--- src/rtl/flash_op_sequencer.sv ---
// flash_op_sequencer: turns host page read / page program / block erase
// requests into the instruction + command/address byte stream for the NAND
// flash bus controller, then waits on flash ready/busy and reports the result.
//
// Handshakes (all active-high, one clk domain):
//   op_valid/op_ready : request taken on a cycle where both are high; op_*
//                       fields are captured on that same edge.
//   instr_wr/cmd_wr   : single-cycle write strobes; a strobe is only raised
//                       while the matching FIFO full flag is low in that cycle,
//                       so the FIFO may take the word on the same edge.
//   op_done/op_err    : single-cycle pulses; op_err only ever with op_done.
module flash_op_sequencer #(
  parameter int BUSY_START_CYC = 64,
  parameter int TIMEOUT_CYC    = 2000000,
  parameter int TO_W           = 24
) (
  input  logic        clk,
  input  logic        rst,
  input  logic        op_valid,
  output logic        op_ready,
  input  logic [1:0]  op_type,
  input  logic [23:0] op_row,
  input  logic [15:0] op_col,
  input  logic [11:0] op_len,
  output logic [31:0] instr,
  output logic        instr_wr,
  input  logic        instr_full,
  output logic [7:0]  cmd_data,
  output logic        cmd_wr,
  input  logic        data_full,
  input  logic        flash_rdy,
  output logic        op_done,
  output logic        op_err,
  output logic [2:0]  state_dbg
);

  // Instruction mode codes understood by the bus controller
  localparam logic [3:0] MODE_STANDBY  = 4'd0;
  localparam logic [3:0] MODE_BUS_IDLE = 4'd1;
  localparam logic [3:0] MODE_CMD      = 4'd2;
  localparam logic [3:0] MODE_ADDR     = 4'd3;
  localparam logic [3:0] MODE_DIN      = 4'd4;
  localparam logic [3:0] MODE_DOUT     = 4'd5;
  localparam logic [3:0] MODE_DOUT_END = 4'd6;
  localparam logic [3:0] MODE_WP       = 4'd7;

  localparam logic [1:0] OP_READ    = 2'd0;
  localparam logic [1:0] OP_PROGRAM = 2'd1;
  localparam logic [1:0] OP_ERASE   = 2'd2;
  localparam logic [1:0] OP_RSVD    = 2'd3;

  localparam logic [TO_W-1:0] BUSY_LAST = TO_W'(BUSY_START_CYC - 1);
  localparam logic [TO_W-1:0] TO_LAST   = TO_W'(TIMEOUT_CYC - 1);
  localparam logic [TO_W-1:0] CNT_MAX   = '1;
  localparam logic [TO_W-1:0] CNT_ONE   = {{(TO_W-1){1'b0}}, 1'b1};

  typedef enum logic [2:0] {
    S_IDLE      = 3'd0,
    S_ISSUE     = 3'd1,
    S_BUSY_FALL = 3'd2,
    S_BUSY_RISE = 3'd3,
    S_FINISH    = 3'd4
  } state_t;

  // What follows a step once it has been written
  typedef enum logic [1:0] {
    NXT_CONT = 2'd0,
    NXT_BUSY = 2'd1,
    NXT_DONE = 2'd2
  } nxt_t;

  state_t           state_q, state_d;
  logic [1:0]       type_q;
  logic [23:0]      row_q;
  logic [15:0]      col_q;
  logic [11:0]      len_q;
  logic [3:0]       idx_q, idx_d;
  logic [TO_W-1:0]  cnt_q, cnt_d, cnt_inc;
  logic             err_q, err_d;
  logic             capture;

  // Current step descriptor
  logic             st_valid;
  logic             st_byte_step;
  logic [3:0]       st_mode;
  logic [7:0]       st_byte;
  logic [11:0]      st_rep;
  nxt_t             st_nxt;
  logic             can_issue;

  assign state_dbg = state_q;

  // Step table: decode (operation, step index) into instruction/byte/successor
  always_comb begin
    st_valid     = 1'b1;
    st_byte_step = 1'b0;
    st_mode      = MODE_STANDBY;
    st_byte      = 8'h00;
    st_rep       = 12'h000;
    st_nxt       = NXT_CONT;
    case (type_q)
      OP_READ, OP_PROGRAM: begin
        case (idx_q)
          4'd0: begin
            st_byte_step = 1'b1;
            st_mode      = MODE_CMD;
            st_byte      = (type_q == OP_READ) ? 8'h00 : 8'h80;
          end
          4'd1: begin st_byte_step = 1'b1; st_mode = MODE_ADDR; st_byte = col_q[7:0];   end
          4'd2: begin st_byte_step = 1'b1; st_mode = MODE_ADDR; st_byte = col_q[15:8];  end
          4'd3: begin st_byte_step = 1'b1; st_mode = MODE_ADDR; st_byte = row_q[7:0];   end
          4'd4: begin st_byte_step = 1'b1; st_mode = MODE_ADDR; st_byte = row_q[15:8];  end
          4'd5: begin st_byte_step = 1'b1; st_mode = MODE_ADDR; st_byte = row_q[23:16]; end
          4'd6: begin
            if (type_q == OP_READ) begin
              st_byte_step = 1'b1;
              st_mode      = MODE_CMD;
              st_byte      = 8'h30;
              st_nxt       = NXT_BUSY;
            end else begin
              // Payload bytes come from the host straight into the data FIFO
              st_mode = MODE_DIN;
              st_rep  = len_q;
            end
          end
          4'd7: begin
            if (type_q == OP_READ) begin
              st_mode = MODE_DOUT;
              st_rep  = len_q;
            end else begin
              st_byte_step = 1'b1;
              st_mode      = MODE_CMD;
              st_byte      = 8'h10;
              st_nxt       = NXT_BUSY;
            end
          end
          4'd8: begin
            if (type_q == OP_READ) begin
              st_mode = MODE_DOUT_END;
              st_nxt  = NXT_DONE;
            end else begin
              st_valid = 1'b0;
            end
          end
          default: st_valid = 1'b0;
        endcase
      end
      OP_ERASE: begin
        case (idx_q)
          4'd0: begin st_byte_step = 1'b1; st_mode = MODE_CMD;  st_byte = 8'h60;        end
          4'd1: begin st_byte_step = 1'b1; st_mode = MODE_ADDR; st_byte = row_q[7:0];   end
          4'd2: begin st_byte_step = 1'b1; st_mode = MODE_ADDR; st_byte = row_q[15:8];  end
          4'd3: begin st_byte_step = 1'b1; st_mode = MODE_ADDR; st_byte = row_q[23:16]; end
          4'd4: begin
            st_byte_step = 1'b1;
            st_mode      = MODE_CMD;
            st_byte      = 8'hD0;
            st_nxt       = NXT_BUSY;
          end
          default: st_valid = 1'b0;
        endcase
      end
      default: st_valid = 1'b0;
    endcase
  end

  // Byte steps need room in both FIFOs; instruction-only steps need just one
  assign can_issue = st_valid && !instr_full && (!st_byte_step || !data_full);
  assign cnt_inc   = (cnt_q == CNT_MAX) ? cnt_q : cnt_q + CNT_ONE;

  // Next-state, counter and output decode
  always_comb begin
    state_d  = state_q;
    idx_d    = idx_q;
    err_d    = err_q;
    cnt_d    = '0;
    capture  = 1'b0;
    op_ready = 1'b0;
    instr    = 32'h0000_0000;
    instr_wr = 1'b0;
    cmd_data = 8'h00;
    cmd_wr   = 1'b0;
    op_done  = 1'b0;
    op_err   = 1'b0;
    case (state_q)
      S_IDLE: begin
        op_ready = 1'b1;
        if (op_valid) begin
          capture = 1'b1;
          idx_d   = 4'd0;
          err_d   = (op_type == OP_RSVD);
          state_d = (op_type == OP_RSVD) ? S_FINISH : S_ISSUE;
        end
      end
      S_ISSUE: begin
        // Word and byte are held steady while a full FIFO stalls the step
        instr    = {16'h0000, st_rep, st_mode};
        cmd_data = st_byte_step ? st_byte : 8'h00;
        if (!st_valid) begin
          state_d = S_FINISH;
        end else if (can_issue) begin
          instr_wr = 1'b1;
          cmd_wr   = st_byte_step;
          idx_d    = idx_q + 4'd1;
          case (st_nxt)
            NXT_BUSY: state_d = S_BUSY_FALL;
            NXT_DONE: state_d = S_FINISH;
            default:  state_d = S_ISSUE;
          endcase
        end
      end
      S_BUSY_FALL: begin
        // A flash that never shows busy is treated as already finished
        cnt_d = cnt_inc;
        if (!flash_rdy || (cnt_q == BUSY_LAST)) begin
          cnt_d   = '0;
          state_d = S_BUSY_RISE;
        end
      end
      S_BUSY_RISE: begin
        cnt_d = cnt_inc;
        if (flash_rdy) begin
          cnt_d   = '0;
          state_d = (type_q == OP_READ) ? S_ISSUE : S_FINISH;
        end else if (cnt_q == TO_LAST) begin
          cnt_d   = '0;
          err_d   = 1'b1;
          state_d = S_FINISH;
        end
      end
      S_FINISH: begin
        op_done = 1'b1;
        op_err  = err_q;
        err_d   = 1'b0;
        state_d = S_IDLE;
      end
      default: state_d = S_IDLE;
    endcase
  end

  // State, counters and captured request fields
  always_ff @(posedge clk) begin
    if (rst) begin
      state_q <= S_IDLE;
      idx_q   <= 4'd0;
      cnt_q   <= '0;
      err_q   <= 1'b0;
      type_q  <= 2'd0;
      row_q   <= 24'h0;
      col_q   <= 16'h0;
      len_q   <= 12'h0;
    end else begin
      state_q <= state_d;
      idx_q   <= idx_d;
      cnt_q   <= cnt_d;
      err_q   <= err_d;
      if (capture) begin
        type_q <= op_type;
        row_q  <= op_row;
        col_q  <= op_col;
        len_q  <= op_len;
      end
    end
  end

endmodule

--- config.mk ---
export PLATFORM = sky130hd
export DESIGN_NAME = flash_op_sequencer
export DESIGN_NICKNAME = d
export VERILOG_FILES = /design/src/rtl/flash_op_sequencer.sv
export SDC_FILE = /design/constraint.sdc
export NUM_CORES = 1
export LEC_CHECK = 0
export CORE_MARGIN = 2
export CORE_UTILIZATION = 25
export DETAILED_ROUTE_END_ITERATION = 7
export HOLD_SLACK_MARGIN = 0.03
export SKIP_CTS_REPAIR_TIMING = 1
export SLEW_MARGIN = 5
export SYNTH_ARGS = -nofsm -noshare
export SYNTH_HDL_FRONTEND = slang
export SYNTH_SLANG_ARGS = --single-unit
--- constraint.sdc ---
create_clock -name clk -period 2.2 [get_ports clk]
set_input_delay 0.33 -clock clk [delete_from_list [all_inputs] [get_ports clk]]
set_output_delay 0.33 -clock clk [all_outputs]
set_load 0.005 [all_outputs]
==> summary.md <==
| Metric | Value |
|---|---|
| Status | finished, violations left |
| Failing checks | setup timing |
| Critical path type | reg -> out |
| Synth top area share | 36.1% |
| CTS clock-pin slew for the worst setup and hold paths | approximately 0.06 ns |
| Crit path max-delay cell type | or3_4 |
| Area contributors post-synth | dfxtp_1 (36%), nand2_1 (12%), a21oi_1 (8.9%) |
| TritonCTS Buffers | 9 |
| DRT met1 WL | just over 7000 um |
| PD cells | 808 nW/um^2 |
| Worst-path maximum fanout | 8 |
| HPWL after DPL | around 11000 um |
| Tmin final | 2.57 ns |
| Internal power | 0.00374 W |
| Root Buffer | clkbuf_16 |
| I/O Pins | 108 |
| Met2 wire length | 7140 um |
| Slew @ Worst Pin | 0.540 ns |
| Cell count after synthesis | 635 |
| Final Hold Vio Count | 0 |
| Worst Path Required | 1.87 ns |
| Clock power frac | 28.7% |
| Antenna Nets Post-Route | 0 |
| Net count, final | 842 |
| # DRC | 0 |
| FF+latch count, synth | 86 |
| Cells after DPL | 986 |
| Share of cells above drive strength 1 | 23.8% |
| Critical path startpoint category | flop |
| Pre-antenna DRT Iters | 5 |
| Chip height | 142 um |
| Wire length per cell | 15.1 um |
| Combinational share of power | a little under two fifths |
| Clock Latency Late Sink | approximately 0.35 ns |
| # diodes | 0 |
| Post-synth EDFFs | 0 |
| Setup TNS | -4.21 ns |
| Final Cycle Share | 117% |
| DR iter-0 viols | 284 |
| Non-Filler Instances | ~1000 |
| Achievable frequency | between 300 and 400 MHz |
| Initial antenna violation count | 0 |
| Slew margin rel. | 64.0% |
| Sequential share of the synthesized area | 36.1% |
| First-pass GRT wire length | 23300 um |
| Layout fillers | between 1500 and 2000 |
| CORE AREA | ~19000 sq um |
| CP max stage delay | a little over 0.4 ns |
| CP cell instances | ha_2 > or3_4 > o311ai_4 > nand3_1 > nand2_2 > buf_12 > a21oi_1 > dlymetal6s2s_1 |
| Longest Clk Path Bufs | 2 |
| Grt ovf | 0 |
| Total power | 0.00570 W |
| Vias in the first global route | 4638 |
| Metal3 WL | around 630 um |
| Worst setup margin | -0.366 ns |
| Max-slew violation count | 0 |
| HP Class | reg -> reg |
| Sw frac | 34.4% |
| Synth warn | 0 |
| Primary FF master, synth | dfxtp_1 |
| Switch Pwr | just under 0.002 W |
| Count of cell types in the netlist | between 50 and 60 |
| DRT Wirelength | 15300 um |
| FF+latch area | 1740 sq um |
| H-Tree Depth | 3 |
| Area grow syn2layout | 47.9% |
| Place WS | -0.490 ns |
| Synth cell count leaders | nand2_1 (147), dfxtp_1 (86), a21oi_1 (85) |
| Worst Skew | 0.00826 ns |
| Largest net degree at the start of global routing | 55 |
| Cell taking the most area after synthesis | dfxtp_1 |
| Final setup vio count | 23 |
| Share of flip-flops with an asynchronous set or reset | 0% |
| Post-layout util | 37.7% |
| Gpl congestion | 0.892 |
| Initial core utilization | 25.5% |
| Most frequent cell after synthesis | nand2_1 |
| Delay-heaviest family, CP | simple AND/OR/NAND/NOR gates |
| CTS tree | yes |
| Worst VDD drop | 0.378 mV |
| Multi-input combinational cell area | 3040 sq um |
| Num rows | 50 |
| Clock sinks | 86 |
| RSZ-0062 raised after global routing | true |
| Cell Area, Synth | 4770 sq um |
| Die X | roughly 140 um |
| Register share of total power | 34.3% |
| Syn avg cell area | 7.51 sq um |
| P_leak | about 2.8 nW |
| All-layer global routing usage | between 10% and 20% |
| Die ar. | about 20000 sq um |
| Max Cap Viol | 0 |
| Worst Setup End Kind | primary output |
| Worst EP arrival | 2.24 ns |
| Worst Path Buf+Inv | 2 |
| Vias | 4960 |
| DR vias/cell | 4.90 |
| Top Metal Used | met4 |
| PortBufs | 90 |
routing by layer:
layer / vias up / track usage (%)
met2: 132 / 22.7
li1: 2481 / -
met3: 21 / 3.36
met1: 2326 / 19.2
met4: 0 / 5.68
met5: - / 0
state kept, by name, indices dropped and copies added (netlist names):
signal / flops
state_dbg: 3
row_q: 24
idx_q: 4
err_q: 1
len_q: 12
col_q: 16
cnt_q: 24
type_q: 2
worst paths after layout:
check	from	depth (start not counted)	end	slack [ns]
setup reg to reg	idx_q[0]$_SDFFE_PP0P_	9	idx_q[2]$_SDFFE_PP0P_	-0.15
hold reg to reg	len_q[6]$_SDFFE_PP0P_	2	len_q[6]$_SDFFE_PP0P_	0.45
setup / recovery	idx_q[0]$_SDFFE_PP0P_	8	cmd_data[3]	-0.37
hold / removal	len_q[6]$_SDFFE_PP0P_	2	len_q[6]$_SDFFE_PP0P_	0.45
metrics by stage:
stage / instance area (sq um) / hold slack [ns]
after detailed placement: 6350 / 0.443
after global routing: 7060 / 0.478
final: 7060 / 0.451
after global placement: 6350 / 0.438
after CTS: 6660 / 0.447
after floorplan: 4860 / 0.432
layout make-up:
| class | count | share of cell area, % |
|---|---|---|
| Multi-Input combinational cell | 497 | 43.1 |
| Sequential cell | 86 | 24.6 |
| Tap cell | 234 | 4.15 |
| Clock buffer | 10 | 3.25 |
| Timing Repair Buffer | 172 | 23.2 |
| Inverter | 8 | 0.532 |
| Clock inverter | 5 | 1.19 |
power groups by stage:
stage / sequential [W] / clock (W) / combinational [W]
floorplan: 0.00193 / 0 / 0.00105
global placement: 0.00197 / 0 / 0.00193
detailed placement: 0.00198 / 0 / 0.00194
CTS: 0.00194 / 0.00169 / 0.00195
global route: 0.00199 / 0.00175 / 0.00231
finish: 0.00195 / 0.00164 / 0.00211
cells in the final DEF, fill, tap and decap left out, types with 8 or more instances in the layout:
| cell | synthesis | final |
|---|---|---|
| a21oi_1 | 85 | 77 |
| a21oi_2 | 0 | 8 |
| a22oi_1 | 24 | 22 |
| and2_4 | 0 | 9 |
| buf_4 | 17 | 66 |
| buf_6 | 2 | 19 |
| clkbuf_16 | 0 | 9 |
| clkdlybuf4s50_1 | 0 | 64 |
| conb_1 | 1 | 17 |
| dfxtp_1 | 86 | 80 |
| dlymetal6s2s_1 | 0 | 11 |
| nand2_1 | 147 | 145 |
| nand3_1 | 18 | 17 |
| nand4_1 | 8 | 8 |
| nor2_1 | 32 | 30 |
| o21ai_0 | 15 | 12 |
| or3_1 | 8 | 8 |
worst min-delay path, delay by kind of cell, from the launching register on:
family	cells	cell delay, ns
AND/OR/NAND/NOR	1	0.05
flip-flops	1	0.31
AO/OA/AOI/OAI	1	0.05
kinds of logic after synthesis:
| kind of cell | count (synthesis) | share of synthesized area [%] |
|---|---|---|
| xor gates and xnor gates | 14 | 2.57 |
| DFF | 86 | 36.1 |
| adders and majority gates | 8 | 2.10 |
| AOI/OAI and AO/OA | 168 | 22.3 |
| other | 1 | 0.0786 |
| buffers and inverters | 68 | 7.11 |
| muxes | 7 | 1.55 |
| and+or+nand+nor | 283 | 28.2 |
Power figures use the tool's default switching activity.
